**config.mk**
```make
export PLATFORM = sky130hd
export DESIGN_NAME = rps_match_ctrl
export DESIGN_NICKNAME = d
export VERILOG_FILES = /design/src/rtl/rps_match_ctrl.sv
export SDC_FILE = /design/constraint.sdc
export NUM_CORES = 1
export LEC_CHECK = 0
export ABC_AREA = 1
export BUFFER_PORTS_ARGS = -buffer_cell sky130_fd_sc_hd__buf_2
export CAP_MARGIN = 10
export CORE_MARGIN = 4
export CORE_UTILIZATION = 54
export DETAILED_ROUTE_END_ITERATION = 6
export PLACE_DENSITY_LB_ADDON = 0.05
export SLEW_MARGIN = 20
export SYNTH_ARGS = -nofsm -noshare
export SYNTH_HDL_FRONTEND = slang
export SYNTH_SLANG_ARGS = --single-unit
```
**constraint.sdc**
```tcl
create_clock -name clk -period 1.4 [get_ports clk]
set_input_delay 0 -clock clk [delete_from_list [all_inputs] [get_ports clk]]
set_output_delay 0 -clock clk [all_outputs]
set_load 0.02 [all_outputs]
```
**src/rtl/rps_match_ctrl.sv**
```systemverilog
// Rock-paper-scissors match controller: one move handshake per round, LFSR or
// forced computer move, scoring up to ROUNDS_TO_WIN round wins.
module rps_match_ctrl #(
    parameter int unsigned ROUNDS_TO_WIN = 3,
    parameter logic [7:0]  LFSR_SEED     = 8'hA5
) (
    input  logic       clk,
    input  logic       rst_n,
    input  logic       start,
    input  logic       move_valid,
    input  logic [1:0] player_move,
    input  logic       cpu_force_en,
    input  logic [1:0] cpu_force_move,
    output logic       move_ready,
    output logic [1:0] computer_move,
    output logic       result_valid,
    output logic [1:0] result,
    output logic [3:0] player_score,
    output logic [3:0] computer_score,
    output logic       match_done,
    output logic       match_winner
);

    typedef enum logic [2:0] {IDLE, WAIT_MOVE, RESOLVE, REPORT, DONE} state_t;

    localparam logic [7:0] SEED = (LFSR_SEED == 8'h00) ? 8'h01 : LFSR_SEED;
    localparam logic [3:0] WIN  = 4'(ROUNDS_TO_WIN);

    state_t     state;
    logic [7:0] lfsr;
    logic [1:0] pm_q;
    logic [1:0] cm_q;
    logic       lfsr_fb;
    logic [1:0] lfsr_move;
    logic [1:0] round_res;

    assign lfsr_fb   = lfsr[7] ^ lfsr[5] ^ lfsr[4] ^ lfsr[3];
    assign lfsr_move = (lfsr[1:0] == 2'b11) ? 2'b00 : lfsr[1:0];

    function automatic logic beats(input logic [1:0] a, input logic [1:0] b);
        return (a == 2'b00 && b == 2'b10) ||
               (a == 2'b01 && b == 2'b00) ||
               (a == 2'b10 && b == 2'b01);
    endfunction

    always_comb begin
        round_res = 2'b00;
        if (pm_q == 2'b11)
            round_res = 2'b11;
        else if (beats(pm_q, cm_q))
            round_res = 2'b01;
        else if (beats(cm_q, pm_q))
            round_res = 2'b10;
    end

    always_ff @(posedge clk or negedge rst_n) begin
        if (!rst_n) begin
            state          <= IDLE;
            lfsr           <= SEED;
            pm_q           <= '0;
            cm_q           <= '0;
            move_ready     <= 1'b0;
            computer_move  <= '0;
            result_valid   <= 1'b0;
            result         <= '0;
            player_score   <= '0;
            computer_score <= '0;
            match_done     <= 1'b0;
            match_winner   <= 1'b0;
        end else begin
            lfsr         <= {lfsr[6:0], lfsr_fb};
            result_valid <= 1'b0;
            case (state)
                IDLE, DONE: begin
                    // start has priority; move_ready is 0 here so no move is taken
                    if (start) begin
                        player_score   <= '0;
                        computer_score <= '0;
                        result         <= '0;
                        computer_move  <= '0;
                        match_done     <= 1'b0;
                        match_winner   <= 1'b0;
                        move_ready     <= 1'b1;
                        state          <= WAIT_MOVE;
                    end
                end
                WAIT_MOVE: begin
                    if (move_valid && move_ready) begin
                        pm_q       <= player_move;
                        cm_q       <= cpu_force_en ? cpu_force_move : lfsr_move;
                        move_ready <= 1'b0;
                        state      <= RESOLVE;
                    end
                end
                RESOLVE: begin
                    result        <= round_res;
                    computer_move <= cm_q;
                    result_valid  <= 1'b1;
                    if (round_res == 2'b01 && player_score != WIN)
                        player_score <= player_score + 4'd1;
                    if (round_res == 2'b10 && computer_score != WIN)
                        computer_score <= computer_score + 4'd1;
                    state <= REPORT;
                end
                REPORT: begin
                    if (player_score == WIN || computer_score == WIN) begin
                        match_done   <= 1'b1;
                        match_winner <= (player_score == WIN);
                        state        <= DONE;
                    end else begin
                        move_ready <= 1'b1;
                        state      <= WAIT_MOVE;
                    end
                end
                default: begin
                    move_ready <= 1'b0;
                    state      <= IDLE;
                end
            endcase
        end
    end

endmodule

```
; ---- Word level (Yosys, flattened, before mapping)
; Index checks and enable logic that the tools add are counted.
[word_totals]
reg_bits = 31
inputBits = 9
output_inout_bits = 16
elab_cells = 94
[classes]
add_sub_neg = 2
n_eq_ne = 22
mux = 27
n_bitwise = 4
n_reduce_logical = 27
[ops]
columns = operator, n
row1 = case mux 4 bit (2 select lines), 2
row2 = 2-to-1 mux 2 bit, 6
row3 = 2-to-1 mux 4 bit, 3
row4 = "!= test 2 bit, second input constant", 6
row5 = case mux 3 bit (4 select lines), 1
row6 = "equality test 2 bit, second input constant", 5
row7 = logical AND 1 bit, 9
row8 = 2-to-1 mux 3 bit, 3
row9 = AND reduction 3 bit, 3
row10 = "adder 4 x 1 -> 4 bit, second input constant", 2
row11 = "equality test 4 x 2 -> 1 bit, second input constant", 2
row12 = "!= test 4 x 2 -> 1 bit, second input constant", 2
row13 = case mux 2 bit (2 select lines), 2
row14 = 2-to-1 mux 1 bit, 7
row15 = "equality test 2 x 1 -> 1 bit, second input constant", 3
row16 = "equality test 3 x 2 -> 1 bit, second input constant", 2
row17 = AND reduction 2 bit, 3
row18 = logical OR 1 bit, 5
row19 = logical NOT 2 bit, 2
row20 = case mux 1 bit (2 select lines), 2
row21 = case mux 1 bit (4 select lines), 1
row22 = AND reduction 4 bit, 1
row23 = nonzero test 2 bit, 2
row24 = "equality test 3 x 1 -> 1 bit, second input constant", 1
row25 = 5 further kinds, 7

; ---- Longest topological paths before layout
[logic_depth]
depth_word = 11
ltp_mapped = 9
ltp_nobuf = 9

; ---- Least setup slack after synthesis
; OpenSTA, ideal clock, no wires.
[synth_path]
path_kind = register to register
startpoint = register player_score[0]
endpoint = register move_ready
setup_time_ps = 128
arrival_ps = 1234
required_ps = 1272
path_slack_ps = 38
stages_incl_launch_ff = 8
n_path_buf = 0
period_less_slack_ps = 1362
cell_sequence = dfrtp_1 ha_1 nand2_1 nand2_1 nand2_1 nand2_1 o21ai_0 o31ai_1
[synth_via]
elab_chain_cells = 4
[synth_rtl]
columns = item, line_no
row1 = start: declaration, 18  ; output logic [3:0] player_score,
row2 = start signal: assignment, 100  ; player_score <= player_score + 4'd1;
row3 = equality test 4 x 2 -> 1 bit, 106  ; if (player_score == WIN || computer_score == WIN) begin
row4 = logical OR 1 bit, 106
row5 = != test 2 bit (no line), -
row6 = AND reduction 4 bit (no line), -
row7 = end signal: assignment, 91  ; move_ready <= 1'b0;
row8 = end signal: assignment, 111  ; move_ready <= 1'b1;
row9 = end signal: assignment, 116  ; move_ready <= 1'b0;
row10 = end: declaration, 14  ; output logic move_ready,
; Every way passes these cells.
; A chain may end at the register's enable or synchronous reset.

; ---- Worst setup path after layout
[layout_path]
startpoint = register player_score[1]
endpoint = register move_ready
; The elaborated chain is that of the path after synthesis.

==> impl_metrics.env <==
export IMPL_outcome="completed"
export IMPL_placedCellCount=221
export IMPL_use_met1_pct=23.2
export IMPL_cap_violations=0
export IMPL_yosysWarningCount=0
export IMPL_worstPathArrival_ps=1520
export IMPL_drc=0
export IMPL_antenna_found_initial=0
export IMPL_period_share_pct=93.2
export IMPL_hold_violations=0
export IMPL_grt_overflow_total=0
export IMPL_synth_top_area_share_pct=47.2
export IMPL_layout_cells_non_filler=238
export IMPL_drt_iter0_markers=61
export IMPL_clock_sinks=31
export IMPL_clk_latency_ps=330
export IMPL_synthTopCellsByArea="dfrtp_1, nand2_1, dfstp_2"
export IMPL_dp_hpwl_um=1980
export IMPL_track_usage_pct=18.8
export IMPL_met2_usage_pct=30.4
export IMPL_clockBufferDepth=2
export IMPL_grt_use_met3_pct=4.79
export IMPL_leakage_uw=0.000946
export IMPL_vdd_drop_max_uv=1520
export IMPL_dp_slack_ps=59.5
export IMPL_nFillCells=208
export IMPL_slew_viol_final=0
export IMPL_crit_fanout=4
export IMPL_synth_most_common_cell="nand2_1"
export IMPL_synth_edf_count=0
export IMPL_final_antenna_net_count=0
export IMPL_dieArea_um2=3540
export IMPL_start_util_pct=57.3
export IMPL_htreeDepth=2
export IMPL_rows=18
export IMPL_vias=1234
export IMPL_end_kind="register"
export IMPL_maxSlewHeadroom_pct=56.0
export IMPL_nets=218
export IMPL_pin_count=25
export IMPL_drive_gt1_share_pct=28.8
export IMPL_gr_max_usage_layer="met2"
export IMPL_yosysTopAreaCell="dfrtp_1"
export IMPL_synth_cells=162
export IMPL_port_buffers=24
export IMPL_die_w_um=59.5
export IMPL_wl_um=2900
export IMPL_fin_skew_ps=9.26
export IMPL_die_h_um=59.5
export IMPL_hold_ws_ps=52.3
export IMPL_setup_viol=0
export IMPL_avgRoutedWirePerCell_um=12.2
export IMPL_synth_seq_cells=31
export IMPL_place_gp_congestion=0.771
export IMPL_cts_buffers=5
export IMPL_coreArea_um2=2500
export IMPL_clkSlewWorstSetupHoldPaths_ps=100
export IMPL_vias_per_cell=5.18
export IMPL_power_uw=3080
export IMPL_syn_num_nets=173
export IMPL_grt_max_degree=32
export IMPL_antenna_cells=0
export IMPL_cp_required_ps=1610
export IMPL_async_reset_ff_share_pct=100
export IMPL_yosysSeqAreaShare_pct=54.5
export IMPL_worstSetupStartpointType="register"
export IMPL_fmax_ghz=0.766
export IMPL_first_pass_iters=4
export IMPL_cts_tree="yes"
export IMPL_grt_pass1_vias=1155
export IMPL_grt_pass1_wl_um=4910
export IMPL_critical_path_class="register to register"
export IMPL_syn_mean_instance_area_um2=8.84
export IMPL_cts_root_buf="clkbuf_4"
export IMPL_synth_common_cells="nand2_1, dfrtp_1, inv_1"
export IMPL_syn_area_um2=1430
export IMPL_powerDensity_nw_per_um2=1720
export IMPL_synth_cell_types=26
export IMPL_period_needed_ps=1310
export IMPL_setup_ws_ps=94.6
export IMPL_area_growth_pct=24.7
export IMPL_worst_pin_slew_ps=660
export IMPL_hold_path_class="input port to register"
export IMPL_ys_flop_type="dfrtp_1"
repair_timing:
action	in CTS	in global routing
setup buffers	0	2
resized for setup	0	8
setup endpoints to repair	0	9
endpoints found under the hold margin	31	0
hold buffers	7	0
stage by stage:
step           utilization, %  instance area (um^2)  TNS [ps]
6_report                 71.4                  1780         0
3_5_place_dp             65.1                  1630         0
5_1_grt                  71.4                  1780     -21.9
4_1_cts                  69.9                  1750         0
2_1_floorplan               -                  1430         0
3_3_place_gp             65.1                  1630         0
registers in the layout, indices dropped and copies added (netlist names):
| name | count |
|---|---|
| computer_move | 2 |
| computer_score | 4 |
| pm_q | 2 |
| result | 2 |
| move_ready | 1 |
| lfsr | 8 |
| player_score | 4 |
| result_valid | 1 |
| cm_q | 2 |
| state | 3 |
| match_done | 1 |
| match_winner | 1 |
cells by family after synthesis:
| family | after synthesis | synth area share, % |
|---|---|---|
| AO/OA/AOI/OAI | 23 | 9.09 |
| flip-flops | 31 | 54.5 |
| buffers and inverters | 22 | 6.03 |
| XOR/XNOR | 7 | 4.28 |
| adder cells (fa/ha/maj) | 2 | 1.75 |
| AND/OR/NAND/NOR | 77 | 24.3 |
power breakdown:
part           leakage (uW)  switching (uW)  internal [uW]
sequential         0.000402             140           1080
clock             0.0000293             304            196
combinational      0.000515             874            485
total              0.000946            1320           1760
cells in the final DEF, fill, tap and decap left out, types with 2 or more instances in the layout:
master,n
nand2_1,40
dfrtp_1,27
buf_2,24
inv_1,18
nor2_1,14
o21ai_0,10
buf_4,8
dlygate4sd3_1,7
nand3_1,5
nand2_2,5
o21ai_1,5
clkbuf_4,5
xor2_1,4
nand4_1,4
dfstp_2,4
inv_2,3
xnor2_1,3
nor2_2,3
nand3_2,2
o22ai_1,2
o211ai_1,2
clkbuf_1,2
area by class of cell:
| type | instances | area [um^2] | share of cell area, % |
|---|---|---|---|
| clock buffer | 7 | 45.0 | 2.52 |
| clock inverter | 1 | 5.00 | 0.281 |
| inverter | 21 | 78.8 | 4.42 |
| multi-input combinational | 109 | 587 | 32.9 |
| sequential | 31 | 781 | 43.8 |
| tap | 30 | 37.5 | 2.10 |
| timing repair buffer | 39 | 250 | 14.0 |
critical path: stages (launching register included):
cell and delay (ps):
dfrtp_1 430, ha_2 200, nand2_2 90, nand2_1 70, nand2_1 100, nand2_1 90
o21ai_1 120, o31ai_1 80
worst paths after layout:
| path | slack, ps | start | cells after the start | endpoint |
|---|---|---|---|---|
| min in group asynchronous | 220 | rst_n | 2 | cm_q[0]$_DFFE_PN0P_ |
| max in group asynchronous | 740 | rst_n | 2 | computer_score[0]$_DFFE_PN0P_ |
| min reg2reg | 360 | lfsr[6]$_DFF_PN0_ | 0 | lfsr[7]$_DFF_PN1_ |
| max reg2reg | 90 | player_score[1]$_DFFE_PN0P_ | 7 | move_ready$_DFFE_PN0P_ |
| min | 50 | move_valid | 4 | state[0]$_DFFE_PN0P_ |
| max | 90 | player_score[1]$_DFFE_PN0P_ | 7 | move_ready$_DFFE_PN0P_ |
routing by layer:
layer  wire [um]  up-vias
li1            -      618
met1        1310      574
met2        1400       35
met3         150        7
met4          35        0
met5           0        -
Power figures use the tool's default switching activity.
